===== src/rtl/fetch_pkg.sv =====
// Shared definitions for the Fetch-stage PC sequencer.
//   fetch_state_t : sequencer states (request outstanding / instruction held / wrong-path drain)
//   RESET_VEC_DEFAULT, NOP, PC_INC : fetch constants
//   align_word()  : clears the byte-offset bits of an address
package fetch_pkg;

    typedef enum logic [1:0] {
        StFetch = 2'd0,  // request outstanding for pcF
        StHold  = 2'd1,  // instruction captured, Decode stalled
        StDrain = 2'd2   // wrong-path request outstanding, its data will be dropped
    } fetch_state_t;

    localparam logic [31:0] RESET_VEC_DEFAULT = 32'h0040_0030;
    localparam logic [31:0] NOP               = 32'h0000_0000;
    localparam logic [31:0] PC_INC            = 32'd4;

    function automatic logic [31:0] align_word(input logic [31:0] addr);
        return {addr[31:2], 2'b00};
    endfunction

endpackage


===== src/rtl/fetch_wait_timer.sv =====
// Saturating wait counter for the instruction-memory handshake.
//   CLK      : clock, all updates on posedge
//   clear    : synchronous clear (reset or ack); wins over count_en
//   count_en : count one more cycle without an ack
//   expired  : count has reached MAX_WAIT (stays there until cleared)
module fetch_wait_timer #(
    parameter int unsigned MAX_WAIT = 16
) (
    input  logic CLK,
    input  logic clear,
    input  logic count_en,
    output logic expired
);

    localparam int unsigned CW = $clog2(MAX_WAIT + 1);
    localparam logic [CW-1:0] LIMIT = CW'(MAX_WAIT);

    logic [CW-1:0] count_q, count_d;

    always_comb begin
        count_d = count_q;
        if (clear) begin
            count_d = '0;
        end else if (count_en && (count_q != LIMIT)) begin
            count_d = count_q + 1'b1;
        end
    end

    always_ff @(posedge CLK) begin
        count_q <= count_d;
    end

    assign expired = (count_q == LIMIT);

endmodule


===== src/rtl/pc_fetch_ctrl.sv =====
// Fetch-stage PC sequencer: chooses the next PC and StallF for the PC register and runs one
// instruction-memory request per PC over a variable-latency req/ack handshake. Branch/jump
// redirects from Decode flush the Fetch/Decode register and discard wrong-path fetches.
//   CLK, RST            : clock, synchronous active-high reset
//   pcF                 : current PC from the PC register
//   StallD              : Decode stalled, Fetch must not advance
//   BranchTakenD/Target : taken branch and its target (wins over a simultaneous jump)
//   JumpD/JumpTargetD   : jump and its target
//   imem_req/addr       : instruction request, address is always pcF
//   imem_ack/rdata      : one-cycle response pulse and fetched word
//   pc, StallF          : next-PC value and hold for the PC register
//   InstrF, InstrValidF : instruction to the Fetch/Decode register and its valid
//   FlushD              : one-cycle clear of the Fetch/Decode register
//   misalign, fetch_err : sticky error flags (misaligned redirect, request timeout)
module pc_fetch_ctrl
    import fetch_pkg::*;
#(
    parameter logic [31:0] RESET_VEC = RESET_VEC_DEFAULT,
    parameter int unsigned MAX_WAIT  = 16
) (
    input  logic        CLK,
    input  logic        RST,
    input  logic [31:0] pcF,
    input  logic        StallD,
    input  logic        BranchTakenD,
    input  logic [31:0] BranchTargetD,
    input  logic        JumpD,
    input  logic [31:0] JumpTargetD,
    output logic        imem_req,
    output logic [31:0] imem_addr,
    input  logic        imem_ack,
    input  logic [31:0] imem_rdata,
    output logic [31:0] pc,
    output logic        StallF,
    output logic [31:0] InstrF,
    output logic        InstrValidF,
    output logic        FlushD,
    output logic        misalign,
    output logic        fetch_err
);

    fetch_state_t state_q, state_d;

    logic [31:0] instr_q, instr_d;
    logic [31:0] redirect_pc_q, redirect_pc_d;
    logic        misalign_q, misalign_d;
    logic        err_q, err_d;

    logic        redirect;
    logic [31:0] target_raw;
    logic [31:0] target;
    logic        wait_clear;
    logic        wait_count;
    logic        wait_expired;

    assign redirect   = BranchTakenD | JumpD;
    assign target_raw = BranchTakenD ? BranchTargetD : JumpTargetD;
    assign target     = align_word(target_raw);
    assign imem_addr  = pcF;

    // Timer runs only while a request is waiting; any ack restarts it.
    assign wait_clear = RST | imem_ack;
    assign wait_count = imem_req & ~imem_ack;

    fetch_wait_timer #(
        .MAX_WAIT (MAX_WAIT)
    ) u_wait_timer (
        .CLK      (CLK),
        .clear    (wait_clear),
        .count_en (wait_count),
        .expired  (wait_expired)
    );

    // State register
    always_ff @(posedge CLK) begin
        if (RST) begin
            state_q <= StFetch;
        end else begin
            state_q <= state_d;
        end
    end

    // Next-state logic
    always_comb begin
        state_d = state_q;
        unique case (state_q)
            StFetch: begin
                if (redirect) begin
                    // Without the ack the wrong-path request must still be drained.
                    state_d = imem_ack ? StFetch : StDrain;
                end else if (imem_ack) begin
                    state_d = StallD ? StHold : StFetch;
                end
            end
            StHold: begin
                if (redirect || !StallD) begin
                    state_d = StFetch;
                end
            end
            StDrain: begin
                if (imem_ack) begin
                    state_d = StFetch;
                end
            end
            default: state_d = StFetch;
        endcase
    end

    // Datapath registers and sticky flags
    always_comb begin
        instr_d       = instr_q;
        redirect_pc_d = redirect_pc_q;
        misalign_d    = misalign_q;
        err_d         = err_q | wait_expired;
        if ((state_q == StFetch) && imem_ack && !redirect) begin
            instr_d = imem_rdata;
        end
        if (redirect) begin
            // Only consumed in StDrain; a later redirect simply replaces it.
            redirect_pc_d = target;
            misalign_d    = misalign_q | (target_raw[1:0] != 2'b00);
        end
    end

    always_ff @(posedge CLK) begin
        if (RST) begin
            instr_q       <= NOP;
            redirect_pc_q <= '0;
            misalign_q    <= 1'b0;
            err_q         <= 1'b0;
        end else begin
            instr_q       <= instr_d;
            redirect_pc_q <= redirect_pc_d;
            misalign_q    <= misalign_d;
            err_q         <= err_d;
        end
    end

    // Output logic
    always_comb begin
        imem_req    = 1'b0;
        pc          = pcF;
        StallF      = 1'b1;
        InstrF      = instr_q;
        InstrValidF = 1'b0;
        FlushD      = 1'b0;
        if (RST) begin
            pc     = RESET_VEC;
            InstrF = NOP;
        end else begin
            unique case (state_q)
                StFetch: begin
                    imem_req = 1'b1;
                    if (redirect) begin
                        FlushD = 1'b1;
                        if (imem_ack) begin
                            StallF = 1'b0;
                            pc     = target;
                        end
                    end else if (imem_ack) begin
                        // Fresh word goes straight through; instr_q keeps it for HOLD.
                        InstrF      = imem_rdata;
                        InstrValidF = 1'b1;
                        if (!StallD) begin
                            StallF = 1'b0;
                            pc     = pcF + PC_INC;
                        end
                    end
                end
                StHold: begin
                    InstrValidF = 1'b1;
                    if (redirect) begin
                        FlushD      = 1'b1;
                        InstrValidF = 1'b0;
                        StallF      = 1'b0;
                        pc          = target;
                    end else if (!StallD) begin
                        StallF = 1'b0;
                        pc     = pcF + PC_INC;
                    end
                end
                StDrain: begin
                    imem_req = 1'b1;
                    if (redirect) begin
                        FlushD = 1'b1;
                    end
                    if (imem_ack) begin
                        StallF = 1'b0;
                        pc     = redirect ? target : redirect_pc_q;
                    end
                end
                default: ;
            endcase
        end
    end

    assign misalign  = ~RST & misalign_q;
    assign fetch_err = ~RST & (err_q | wait_expired);

endmodule


===== config.mk =====
export PLATFORM = sky130hd
export DESIGN_NAME = pc_fetch_ctrl
export DESIGN_NICKNAME = d
export VERILOG_FILES = /design/src/rtl/fetch_pkg.sv /design/src/rtl/fetch_wait_timer.sv /design/src/rtl/pc_fetch_ctrl.sv
export SDC_FILE = /design/constraint.sdc
export NUM_CORES = 1
export LEC_CHECK = 0
export BUFFER_PORTS_ARGS = -buffer_cell sky130_fd_sc_hd__buf_2
export CAP_MARGIN = 20
export CORE_MARGIN = 2
export CORE_UTILIZATION = 25
export DETAILED_ROUTE_END_ITERATION = 16
export PLACE_DENSITY = 0.44
export SLEW_MARGIN = 20
export SYNTH_ARGS = -nofsm -noshare
export SYNTH_HDL_FRONTEND = slang
export SYNTH_SLANG_ARGS = --single-unit

===== constraint.sdc =====
create_clock -name CLK -period 4.3 [get_ports CLK]
set_clock_uncertainty 0.05 [all_clocks]
set_input_delay 0.86 -clock CLK [delete_from_list [all_inputs] [get_ports CLK]]
set_output_delay 0.86 -clock CLK [all_outputs]
set_load 0.1 [all_outputs]

-- After elaboration in Yosys (flattened, before gate mapping)
Cells that the tools add are included.
- equality and inequality tests: 7
- reduce and logical (&&, ||, !) cells: 11
- bitwise gates (word level): 9
- add/sub/neg operators: 2
- multiplexer cells: 38
- operators with widths (kind ; count):
    $mux W32 ; 13
    $pmux W32 S3 ; 1
    $add A32 B3 Y32 const B ; 1
    $mux W1 ; 16
    $mux W2 ; 5
    $pmux W2 S3 ; 1
    $add A5 B1 Y5 const B ; 1
    $eq A5 B5 Y1 const B ; 1
    $ne A5 B5 Y1 const B ; 1
    $ne A2 B2 Y1 const B ; 2
    $or A1 B1 Y1 ; 4
    $and A1 B1 Y1 ; 3
    $logic_and A1 B1 Y1 ; 3
    $ne A3 B3 Y1 const B ; 1
    $pmux W1 S3 ; 1
    $reduce_and A3 Y1 ; 1
    $reduce_or A3 Y1 ; 1
    $eq A2 B1 Y1 const B ; 1
    $eq A2 B2 Y1 const B ; 1
    $logic_not A1 Y1 ; 2
    $logic_not A2 Y1 ; 1
    $not A1 Y1 ; 2
    $pmux W1 S2 ; 1
    $reduce_bool A2 Y1 ; 1
    other kinds (2) ; 2
- flip-flop bits (word level): 73
- word-level logic and storage cells: 73
- input bits: 134

-- Logic depth before layout (Yosys ltp)
Gate-level depths: netlist of run 1.
- depth in word-level cells: 6
- mapped depth: 9

-- Cells and area by module
Synthesis of run 1 repeated with hierarchy kept, for this count alone.
- cell total of the unflattened synthesis: 898
- area, all modules: 6040.8 um^2
- by module, submodules not included (module ; sequential area each (um^2) ; cells each ; area each (um^2) ; times used):
    pc_fetch_ctrl ; 1361.3 ; 871 ; 5785.5 ; 1
    fetch_wait_timer ; 100.1 ; 27 ; 255.2 ; 1

-- Least setup slack after synthesis of run 1
No wires, ideal clock.
- path kind: input to output
- start: in JumpD
- end: out pc[2]
- stages: 7
- setup slack: -3.144 ns
- arrival: 6.534 ns
- data required time: 3.390 ns
- cell sequence: clkbuf_1 -> nor2_1 -> clkbuf_1 -> a21oi_1 -> a21oi_1 -> mux2i_1 -> a2111oi_0
- word-level cells in the longest chain between the ends: 5
- elaborated cells between the ends (all ways): 7
- classes of those cells: mux: 6; bitwise: 1
- ends and longest elaborated chain (what ; RTL line ; text):
    start, declared ; pc_fetch_ctrl.sv:27 ; input logic JumpD,
    $or A1 B1 Y1 * ; pc_fetch_ctrl.sv:56 ; assign redirect = BranchTakenD | JumpD;
    $mux W32 ; n/a ;
    $mux W32 ; pc_fetch_ctrl.sv:187 ; if (imem_ack) begin
    $pmux W32 S3 * ; pc_fetch_ctrl.sv:151 ; unique case (state_q)
    $mux W32 * ; pc_fetch_ctrl.sv:147 ; if (RST) begin
    end, declared ; pc_fetch_ctrl.sv:33 ; output logic [31:0] pc,
Mark *: on every way between the ends. The rest lies on a longest branch, timed or not.

-- Final worst setup path of run 1
- start: in pcF[11]
- end: out pc[19]
- word-level cells in the longest chain between the ends: 6
- elaborated cells between the ends (all ways): 7
- classes of those cells: add/sub: 1; mux: 6
- ends and longest elaborated chain (what ; RTL line ; text):
    start, declared ; pc_fetch_ctrl.sv:23 ; input logic [31:0] pcF,
    $add A32 B3 Y32 * ; pc_fetch_ctrl.sv:166, pc_fetch_ctrl.sv:179 ;
    $mux W32 * ; pc_fetch_ctrl.sv:164, pc_fetch_ctrl.sv:177 ;
    $mux W32 ; pc_fetch_ctrl.sv:160 ; end else if (imem_ack) begin
    $mux W32 ; pc_fetch_ctrl.sv:154 ; if (redirect) begin
    $pmux W32 S3 * ; pc_fetch_ctrl.sv:151 ;
    $mux W32 * ; pc_fetch_ctrl.sv:147 ;
Marks and branches as above.

==> results of run 1 <==
[flip-flops by register name, summed over array words and instances (netlist names)]
register / count
state_q: 2
instr_q: 32
redirect_pc_q: 32
u_wait_timer.count_q: 5
err_q: 1
misalign_q: 1
[routing by layer]
metal / global-route usage [%] / vias up
li1: - / 3632
met1: 25.8 / 3493
met2: 36.2 / 317
met3: 6.81 / 44
met4: 5.76 / 4
met5: 0 / -
[cells in the final DEF (no fill, tap or decap), types with 6 or more instances in the layout]
master | synthesis | final
buf_2 | 9 | 172
nand2_1 | 134 | 134
nor2_1 | 81 | 78
dfxtp_1 | 73 | 72
o21ai_0 | 70 | 69
a21oi_1 | 100 | 69
buf_12 | 0 | 62
buf_4 | 32 | 52
a21oi_2 | 0 | 31
nand2b_1 | 23 | 23
nor3_1 | 24 | 22
o211ai_1 | 18 | 18
inv_1 | 17 | 17
mux2_2 | 17 | 17
nand3_1 | 18 | 17
mux2i_1 | 16 | 16
a31oi_1 | 13 | 12
nor4_1 | 14 | 12
nor2b_1 | 10 | 10
xnor2_1 | 10 | 10
a211oi_1 | 12 | 10
o31ai_1 | 11 | 10
o22ai_1 | 9 | 9
clkbuf_16 | 0 | 9
and2_1 | 7 | 7
or4_1 | 8 | 7
o21a_1 | 7 | 7
nand4_1 | 6 | 6
[cell type report]
| class | instances | area, um^2 |
|---|---|---|
| Timing Repair Buffer | 286 | 2490 |
| Tap cell | 324 | 405 |
| Antenna cell | 1 | 2.50 |
| Clock buffer | 10 | 239 |
| Multi-Input combinational cell | 705 | 4500 |
| Fill cell | 2596 | 15100 |
| Sequential cell | 73 | 1460 |
| Clock inverter | 6 | 73.8 |
| Inverter | 17 | 63.8 |
[final timing paths]
kind,endpoint,slack (ns),depth (start not counted)
max,pc[19],0.19,7
min,err_q$_SDFF_PP0_,0.41,2
max reg2reg,instr_q[21]$_SDFFE_PP0P_,2.23,5
min reg2reg,err_q$_SDFF_PP0_,0.41,2
[worst max-delay path, stage by stage]
cell and delay [ns]:
buf_2 0.19, nand3_4 0.14, or4_1 0.75, or4_1 0.58
a31oi_1 0.19, o221a_1 0.29, buf_12 0.20
[where the power goes]
| part | internal, mW | switching, mW |
|---|---|---|
| Sequential | 0.708 | 0.0122 |
| Clock | 0.473 | 0.356 |
| Combinational | 0.356 | 0.788 |
| Total | 1.54 | 1.16 |
[kinds of logic after synthesis]
| group | synth area share (%) |
|---|---|
| simple gates | 27.2 |
| compound gates | 30.9 |
| buf+inv | 9.94 |
| flops | 23.7 |
| mux | 5.69 |
| xor+xnor | 1.98 |
| fa+ha+maj | 0.608 |
[stage by stage]
step / hold WS (ns) / power [mW]
3_5_place_dp: 0.406 / 1.88
5_1_grt: 0.444 / 2.80
4_1_cts: 0.415 / 2.72
3_3_place_gp: 0.385 / 1.87
6_report: 0.411 / 2.69
2_1_floorplan: 0.377 / 1.51
==> reports/metrics.cfg, run 1 <==
[die]
die_area_mm2=0.0260
initial_core_util_pct=25.4
rows=57
coreArea_mm2=0.0243
pin_count=236
die_w_um=161
die_y_um=161

[final_layout]
nets=1229
fin_area_mm2=0.00924
utilization_pct=38.0
drive_gt1_share_pct=35.5
areaGrowthSynthToFinish_pct=49.6
stdcell_count=1422

[timing]
final-setup-viol-count=0
relSlewSlack_pct=41.8
fin_ws_ns=0.187
rsz0062_at_grt=false
setup_tns_ns=0
maxSlewViolCount=0
post-route-period-util_pct=95.7
fmax_mhz=243
tightest_slew_ns=0.872
post-route-min-period_ns=4.11
timing.final.hold_violations=0

[drt]
remaining_drc_errors=0
routed_wl_um=28000
met3WireLength_um=2480
wl_met1_um=11800
wl_per_cell_um=19.7
vias=7490
route.met2.wl_um=13200
dr.pass1.iters=6
drt-vias-per-instance=5.27
ant_nets=0
routed.top_layer=met5
drt_iter0_drc=486

[synth]
yosysWarnings=0
synth-seq-cells=73
synthFlopType=dfxtp_1
yosysTopAreaCellShare_pct=23.7
synth_top_area_cell=dfxtp_1
synthCells=906
syn_nets=1043
synth.area.top_cells=dfxtp_1 (24%), nand2_1 (8.1%), a21oi_1 (8.1%)
yosysSeqAreaShare_pct=23.7
synth_most_common_cell=nand2_1
async_flop_share_pct=0
syn_area_mm2=0.00618
avgSynthCellArea_um2=6.82
ys_types=73
synth-edff-count=0
synth_common_cells=nand2_1 (134), a21oi_1 (100), nor2_1 (81)

[place]
port-buffer-count=235
dpl_cell_area_mm2=0.00893
place_hpwl_um=21500
place.gp.congestion=0.871
pre_cts_ws_ns=0.204
dp_cells=1405

[grt]
antenna_found_initial=3
grt_first_pass_wirelength_um=43100
grt_max_degree=57
overflow=0
grt_pass1_vias=7395
grt.total_usage_pct=21.3

[run_status]
status=completed

[clocking]
cts-resized-gates=0
htree_levels=3
clock-root-buffer=clkbuf_16
post_cts_buffers=0
cts_buffer_depth=2
cts_tree=done
numCtsBuffers=9
clk_latency_ns=0.35
hold_buffers=0
path_clk_slew_ns=0.06
cts_num_sinks=73

[critical_path]
startpoint=pcF[11]
critPathRequiredTime_ns=3.39
reg2reg_from=state_q[0]$_SDFFE_PP0P_
end_kind=output pin
critPathKind=in2out
cp-start-kind=primary input
arrival_ns=3.20
cp_max_fo=9

[power]
p_leak_nw=3.62
ir_drop_v=0.000155
powerDensity_mw_per_mm2=291

[run]
max_cap_viol_count=0

[min_path]
hp-start=err_q$_SDFF_PP0_
holdCritPathClass=reg2reg

Note: power is estimated with default switching activity, not from simulation.
==> run 2: changes to the inputs <==
--- a/config.mk
+++ b/config.mk
@@ -7,11 +7,14 @@
 export LEC_CHECK = 0
 export BUFFER_PORTS_ARGS = -buffer_cell sky130_fd_sc_hd__buf_2
 export CAP_MARGIN = 20
+export CELL_PAD_IN_SITES_DETAIL_PLACEMENT = 0
+export CELL_PAD_IN_SITES_GLOBAL_PLACEMENT = 1
 export CORE_MARGIN = 2
 export CORE_UTILIZATION = 25
 export DETAILED_ROUTE_END_ITERATION = 16
-export PLACE_DENSITY = 0.44
+export PLACE_DENSITY = 0.61
 export SLEW_MARGIN = 20
 export SYNTH_ARGS = -nofsm -noshare
 export SYNTH_HDL_FRONTEND = slang
 export SYNTH_SLANG_ARGS = --single-unit
+export TNS_END_PERCENT = 10
==> run 2 against run 1 <==
  * Count of clock-buffer cells in the layout fell by 1
  * Global-route usage rose by 0.11 points
  * Flip-flop and latch count did not move
  * Critical path type unchanged
  * Register-to-register slack barely moved
  * Non-clock buffer count rose by 7
  * Sequential power fell by 0.6%
  * Worst hold slack improved by 0.0024 ns
  * Sequential share of layout area rose by 0.34 points
  * Core utilization fell by 0.80 points
  * First-iteration DRC count rose by 8.8%
  * Final cell count rose by 0.63%
  * Fmax fell by 0.40%
==> reports/metrics.cfg, run 2 (synthesis results as in run 1) <==
[clocking]
cts-resized-gates=0  ; unchanged
path_clk_slew_ns=0.07  ; about the same
cts_tree=done
cts_num_sinks=73  ; unchanged
htree_levels=3  ; unchanged
clock-root-buffer=clkbuf_16
clk_latency_ns=0.35  ; about the same
numCtsBuffers=9  ; unchanged
post_cts_buffers=0  ; unchanged
hold_buffers=0  ; unchanged
cts_buffer_depth=2  ; unchanged

[final_layout]
final_cell_mix=buf_2 (170), nand2_1 (134), a21oi_1 (100)
areaGrowthSynthToFinish_pct=46.4
utilization_pct=37.2  ; -0.80 points
largestRegisters=instr_q (32), redirect_pc_q (32), u_wait_timer.count_q (5)
ff_latch_area_mm2=0.00146  ; unchanged
final_common_cell=buf_2
stdcell_count=1431  ; +0.63%
fillers=2570  ; -1.0%
nets=1236  ; +0.57%
drive_gt1_share_pct=32.0  ; -3.5 points
multiInputGateArea_mm2=0.00422  ; -6.4%

[grt]
grt.total_usage_pct=21.4  ; +0.11 points
grt_first_pass_wirelength_um=42800  ; -0.56%
overflow=0  ; unchanged
grt_pass1_vias=7121  ; -3.7%
grt_max_degree=75  ; +32%
antenna_found_initial=6  ; +3

[critical_path]
critPathRequiredTime_ns=3.39  ; about the same
critPathKind=in2out
arrival_ns=3.22  ; +0.02 ns
end_kind=output pin
cp-start-kind=primary input
cp_max_fo=9  ; unchanged

[power]
p_leak_nw=3.63  ; +0.43%
powerDensity_mw_per_mm2=292  ; about the same
ir_drop_v=0.000194  ; +25%

[die]
coreArea_mm2=0.0243  ; unchanged
die_area_mm2=0.0260  ; unchanged
die_y_um=161  ; unchanged
initial_core_util_pct=25.4  ; unchanged
rows=57  ; unchanged
die_w_um=161  ; unchanged
pin_count=236  ; unchanged

[min_path]
holdCritPathClass=reg2reg

[timing]
tightest_slew_ns=0.794  ; -0.0784 ns
relSlewSlack_pct=46.9  ; +5.1 points
final-setup-viol-count=0  ; unchanged
post-route-min-period_ns=4.13  ; +0.0165 ns
post-route-period-util_pct=96.0  ; +0.38 points
maxSlewViolCount=0  ; unchanged
timing.final.hold_violations=0  ; unchanged
rsz0062_at_grt=false
whs_ns=0.413  ; +0.00241 ns
fmax_mhz=242  ; -0.40%

[place]
place_hpwl_um=21800  ; +1.2%
place.gp.congestion=0.926  ; +6.3%
port-buffer-count=235  ; unchanged
dp_cells=1412  ; +0.50%

[drt]
vias=7622  ; +1.8%
drt-vias-per-instance=5.33  ; +1.1%
remaining_drc_errors=0  ; unchanged
dr.pass1.iters=5  ; -1
ant_nets=0  ; unchanged
drt_iter0_drc=529  ; +8.8%
wl_per_cell_um=19.9  ; +0.90%
routed_wl_um=28500  ; +1.5%

[run_status]
status=completed

[run]
max_cap_viol_count=0  ; unchanged

run 2: cell count changes in the layout (fill, tap and decap cells not counted), moves of 4 or more:
cell,previous run,this run
a21oi_1,69,100
a21oi_2,31,0
a311oi_2,0,4
a311oi_4,4,0
buf_12,62,66
buf_4,52,57
run 2: cell type report:
type / instances / area share (%)
tap: 324 / 4.48
multi-input combinational: 705 / 46.6
clock inverter: 7 / 0.747
sequential: 73 / 16.2
antenna: 3 / 0.0830
clock buffer: 9 / 2.49
timing repair buffer: 293 / 28.7
inverter: 17 / 0.705
run 2: power breakdown:
| group | leakage, nW | internal (mW) | total (mW) | switching (mW) |
|---|---|---|---|---|
| clock | 0.143 | 0.411 | 0.791 | 0.381 |
| combinational | 2.89 | 0.354 | 1.13 | 0.776 |
| sequential | 0.599 | 0.707 | 0.716 | 0.00885 |
| total | 3.63 | 1.47 | 2.64 | 1.17 |
run 2: worst paths after layout:
kind | start | endpoint | slack [ns] | depth (start not counted)
max | pcF[5] | pc[19] | 0.17 | 7
min | err_q$_SDFF_PP0_ | err_q$_SDFF_PP0_ | 0.41 | 2
max reg2reg | state_q[1]$_SDFFE_PP0P_ | instr_q[10]$_SDFFE_PP0P_ | 2.22 | 6
min reg2reg | err_q$_SDFF_PP0_ | err_q$_SDFF_PP0_ | 0.41 | 2
run 2: metrics by stage:
step / area [um^2] / setup TNS [ns] / total power, mW / setup WS, ns
finish: 9050 / 0 / 2.64 / 0.170
global route: 9040 / 0 / 2.75 / 0.122
CTS: 9040 / 0 / 2.66 / 0.174
detailed placement: 8750 / 0 / 1.86 / 0.197
global placement: 8750 / 0 / 1.86 / 0.238
floorplan: 6280 / -11.33 / 1.48 / -0.886
run 2: metal layers:
layer / GRT usage, % / vias up / share of wire, %
met4: 6.09 / 6 / 2.2
met3: 7.14 / 55 / 9.8
met1: 27.1 / 3549 / 42
met2: 34.6 / 353 / 45
li1: - / 3659 / -
met5: 0 / - / 0.14
run 2: worst max-delay path, stage by stage:
cell and delay (ns):
buf_2 0.19, inv_1 0.12, or4_1 0.78, or4_1 0.60, a31oi_1 0.19, o221a_1 0.27, buf_12 0.19
==> run 3: changes to the inputs <==
--- a/config.mk
+++ b/config.mk
@@ -8,11 +8,11 @@
 export BUFFER_PORTS_ARGS = -buffer_cell sky130_fd_sc_hd__buf_2
 export CAP_MARGIN = 20
 export CELL_PAD_IN_SITES_DETAIL_PLACEMENT = 0
-export CELL_PAD_IN_SITES_GLOBAL_PLACEMENT = 1
+export CELL_PAD_IN_SITES_GLOBAL_PLACEMENT = 2
 export CORE_MARGIN = 2
 export CORE_UTILIZATION = 25
 export DETAILED_ROUTE_END_ITERATION = 16
-export PLACE_DENSITY = 0.61
+export PLACE_DENSITY = 0.77
 export SLEW_MARGIN = 20
 export SYNTH_ARGS = -nofsm -noshare
 export SYNTH_HDL_FRONTEND = slang
==> run 3 against run 2 <==
  * Flip-flop and latch count is the same
  * Via count decreased by 0.94%
  * Count of clock-buffer cells in the layout did not move
  * Largest cell class unchanged
  * Highest routed layer unchanged
  * Final cell count barely moved
  * Clock power rose by 17%
  * Power increased by 5.1%
  * Setup slack lost 0.0042 ns
  * Critical path depth stayed put
  * Sequential share of layout area fell by 0.078 points
==> reports/metrics.cfg, run 3 (synthesis results as in run 1) <==
[timing]
timing.final.hold_violations=0  ; unchanged
post-route-period-util_pct=96.1  ; +0.098 points
whs_ns=0.407  ; -0.00575 ns
maxSlewViolCount=0  ; unchanged
tightest_slew_ns=0.810  ; +0.0163 ns
rsz0062_at_grt=false
relSlewSlack_pct=45.9  ; -0.97 points
final-setup-viol-count=0  ; unchanged
post-route-min-period_ns=4.13  ; +0.00422 ns
fmax_mhz=242  ; -0.10%

[place]
place_hpwl_um=22300  ; +2.6%
port-buffer-count=235  ; unchanged
dpl_cell_area_mm2=0.00874  ; -0.10%
dp_cells=1413  ; +0.071%
place.gp.congestion=0.919  ; -0.72%

[final_layout]
areaGrowthSynthToFinish_pct=47.0
drive_gt1_share_pct=31.9  ; -0.091 points
utilization_pct=37.4  ; +0.15 points
stdcell_count=1430  ; -0.070%
fillers=2589  ; +0.74%
fin_area_mm2=0.00908  ; +0.40%
ff_latch_area_mm2=0.00146  ; about the same
nets=1237  ; +0.081%
largestRegisters=instr_q (32), redirect_pc_q (32), u_wait_timer.count_q (5)
multiInputGateArea_mm2=0.00422  ; unchanged
final_cell_mix=buf_2 (171), nand2_1 (134), a21oi_1 (100)
final_common_cell=buf_2

[die]
die_y_um=161  ; unchanged
die_area_mm2=0.0260  ; unchanged
die_w_um=161  ; unchanged
pin_count=236  ; unchanged
coreArea_mm2=0.0243  ; unchanged
rows=57  ; unchanged
initial_core_util_pct=25.4  ; unchanged

[drt]
routed_wl_um=28700  ; +1.0%
dr.pass1.iters=5  ; unchanged
wl_per_cell_um=20.1  ; +1.1%
drt_iter0_drc=497  ; -6.0%
vias=7550  ; -0.94%
remaining_drc_errors=0  ; unchanged
drt-vias-per-instance=5.28  ; -0.88%
ant_nets=0  ; unchanged

[min_path]
worstHoldPathCells=2  ; unchanged
holdCritPathClass=reg2reg
hold_end=err_q$_SDFF_PP0_
hp-start=err_q$_SDFF_PP0_

[critical_path]
cp_max_fo=9  ; unchanged
critPathKind=in2out
end_kind=output pin
reg2reg_from=state_q[0]$_SDFFE_PP0P_
critPathRequiredTime_ns=3.39  ; about the same
cp-start-kind=primary input
reg2reg_to=instr_q[11]$_SDFFE_PP0P_
reg2reg_slack_ns=2.07  ; -0.15 ns
arrival_ns=3.22  ; about the same
reg2regPathDepth=6  ; unchanged

[power]
power.internal_mw=1.63  ; +11%
switching_share_pct=41.2  ; -3.0 points
pwr-share-comb_pct=40.8  ; -2.0 points
powerDensity_mw_per_mm2=305  ; +4.7%
p_leak_nw=3.65  ; +0.57%
pwr-share-clk_pct=33.3  ; +3.3 points
switchingPower_mw=1.14  ; -2.0%
seqPwrFrac_pct=25.9  ; -1.2 points
power_mw=2.77  ; +5.1%
ir_drop_v=0.000185  ; -4.6%

[clocking]
post_cts_buffers=0  ; unchanged
cts-resized-gates=0  ; unchanged
clk_latency_ns=0.36  ; about the same
cts_num_sinks=73  ; unchanged
clock-root-buffer=clkbuf_16
htree_levels=3  ; unchanged
path_clk_slew_ns=0.06  ; about the same
numCtsBuffers=9  ; unchanged
hold_buffers=0  ; unchanged
cts_buffer_depth=2  ; unchanged
cts_tree=done

[grt]
overflow=0  ; unchanged
grt_first_pass_wirelength_um=43900  ; +2.5%
grt.total_usage_pct=22.0  ; +0.59 points
antenna_found_initial=6  ; unchanged
grt_pass1_vias=7272  ; +2.1%
grt_max_degree=72  ; -4.0%

[run]
max_cap_viol_count=0  ; unchanged

[run_status]
status=completed

run 3: how the worst max path moves through the flow:
stage          slack (ns)      to  cells after the start  startpoint
2_1_floorplan       -0.89  pc[31]                      6      pcF[6]
3_3_place_gp         0.21  pc[19]                      7     pcF[10]
3_5_place_dp         0.19  pc[19]                      7     pcF[10]
4_1_cts              0.18  pc[19]                      7     pcF[10]
5_1_grt              0.10  pc[19]                      7     pcF[10]
6_report             0.17  pc[19]                      7     pcF[10]
run 3: power groups by stage:
| stage | Combinational, mW | Sequential, mW | Clock [mW] |
|---|---|---|---|
| finish | 1.13 | 0.719 | 0.923 |
| detailed placement | 1.13 | 0.735 | 0 |
| global route | 1.19 | 0.722 | 0.972 |
| global placement | 1.13 | 0.734 | 0 |
| CTS | 1.13 | 0.719 | 0.944 |
| floorplan | 0.747 | 0.729 | 0 |
run 3: through the flow:
| stage | worst slack (ns) | TNS (ns) |
|---|---|---|
| global route | 0.103 | 0 |
| global placement | 0.215 | 0 |
| CTS | 0.179 | 0 |
| floorplan | -0.886 | -11.33 |
| detailed placement | 0.191 | 0 |
| finish | 0.166 | 0 |
run 3: cell type report:
type | count | share of cell area [%]
multi-input combinational | 705 | 46.4
timing repair buffer | 294 | 28.5
sequential | 73 | 16.1
tap | 324 | 4.46
clock buffer | 9 | 2.48
clock inverter | 6 | 1.27
inverter | 17 | 0.702
antenna | 2 | 0.0551
run 3: critical path: stages:
cell and delay, ns:
buf_2 0.18, nand3_4 0.14, or4_1 0.76, or4_1 0.60, a31oi_1 0.19, o221a_1 0.28, buf_12 0.20
run 3: per-layer routing:
metal,vias to the layer above,track usage (%),part of all wire [%]
met3,49,7.50,9.4
met4,8,6.13,2.2
li1,3653,-,-
met1,3511,28.1,43
met5,-,0,0.17
met2,329,35.1,45
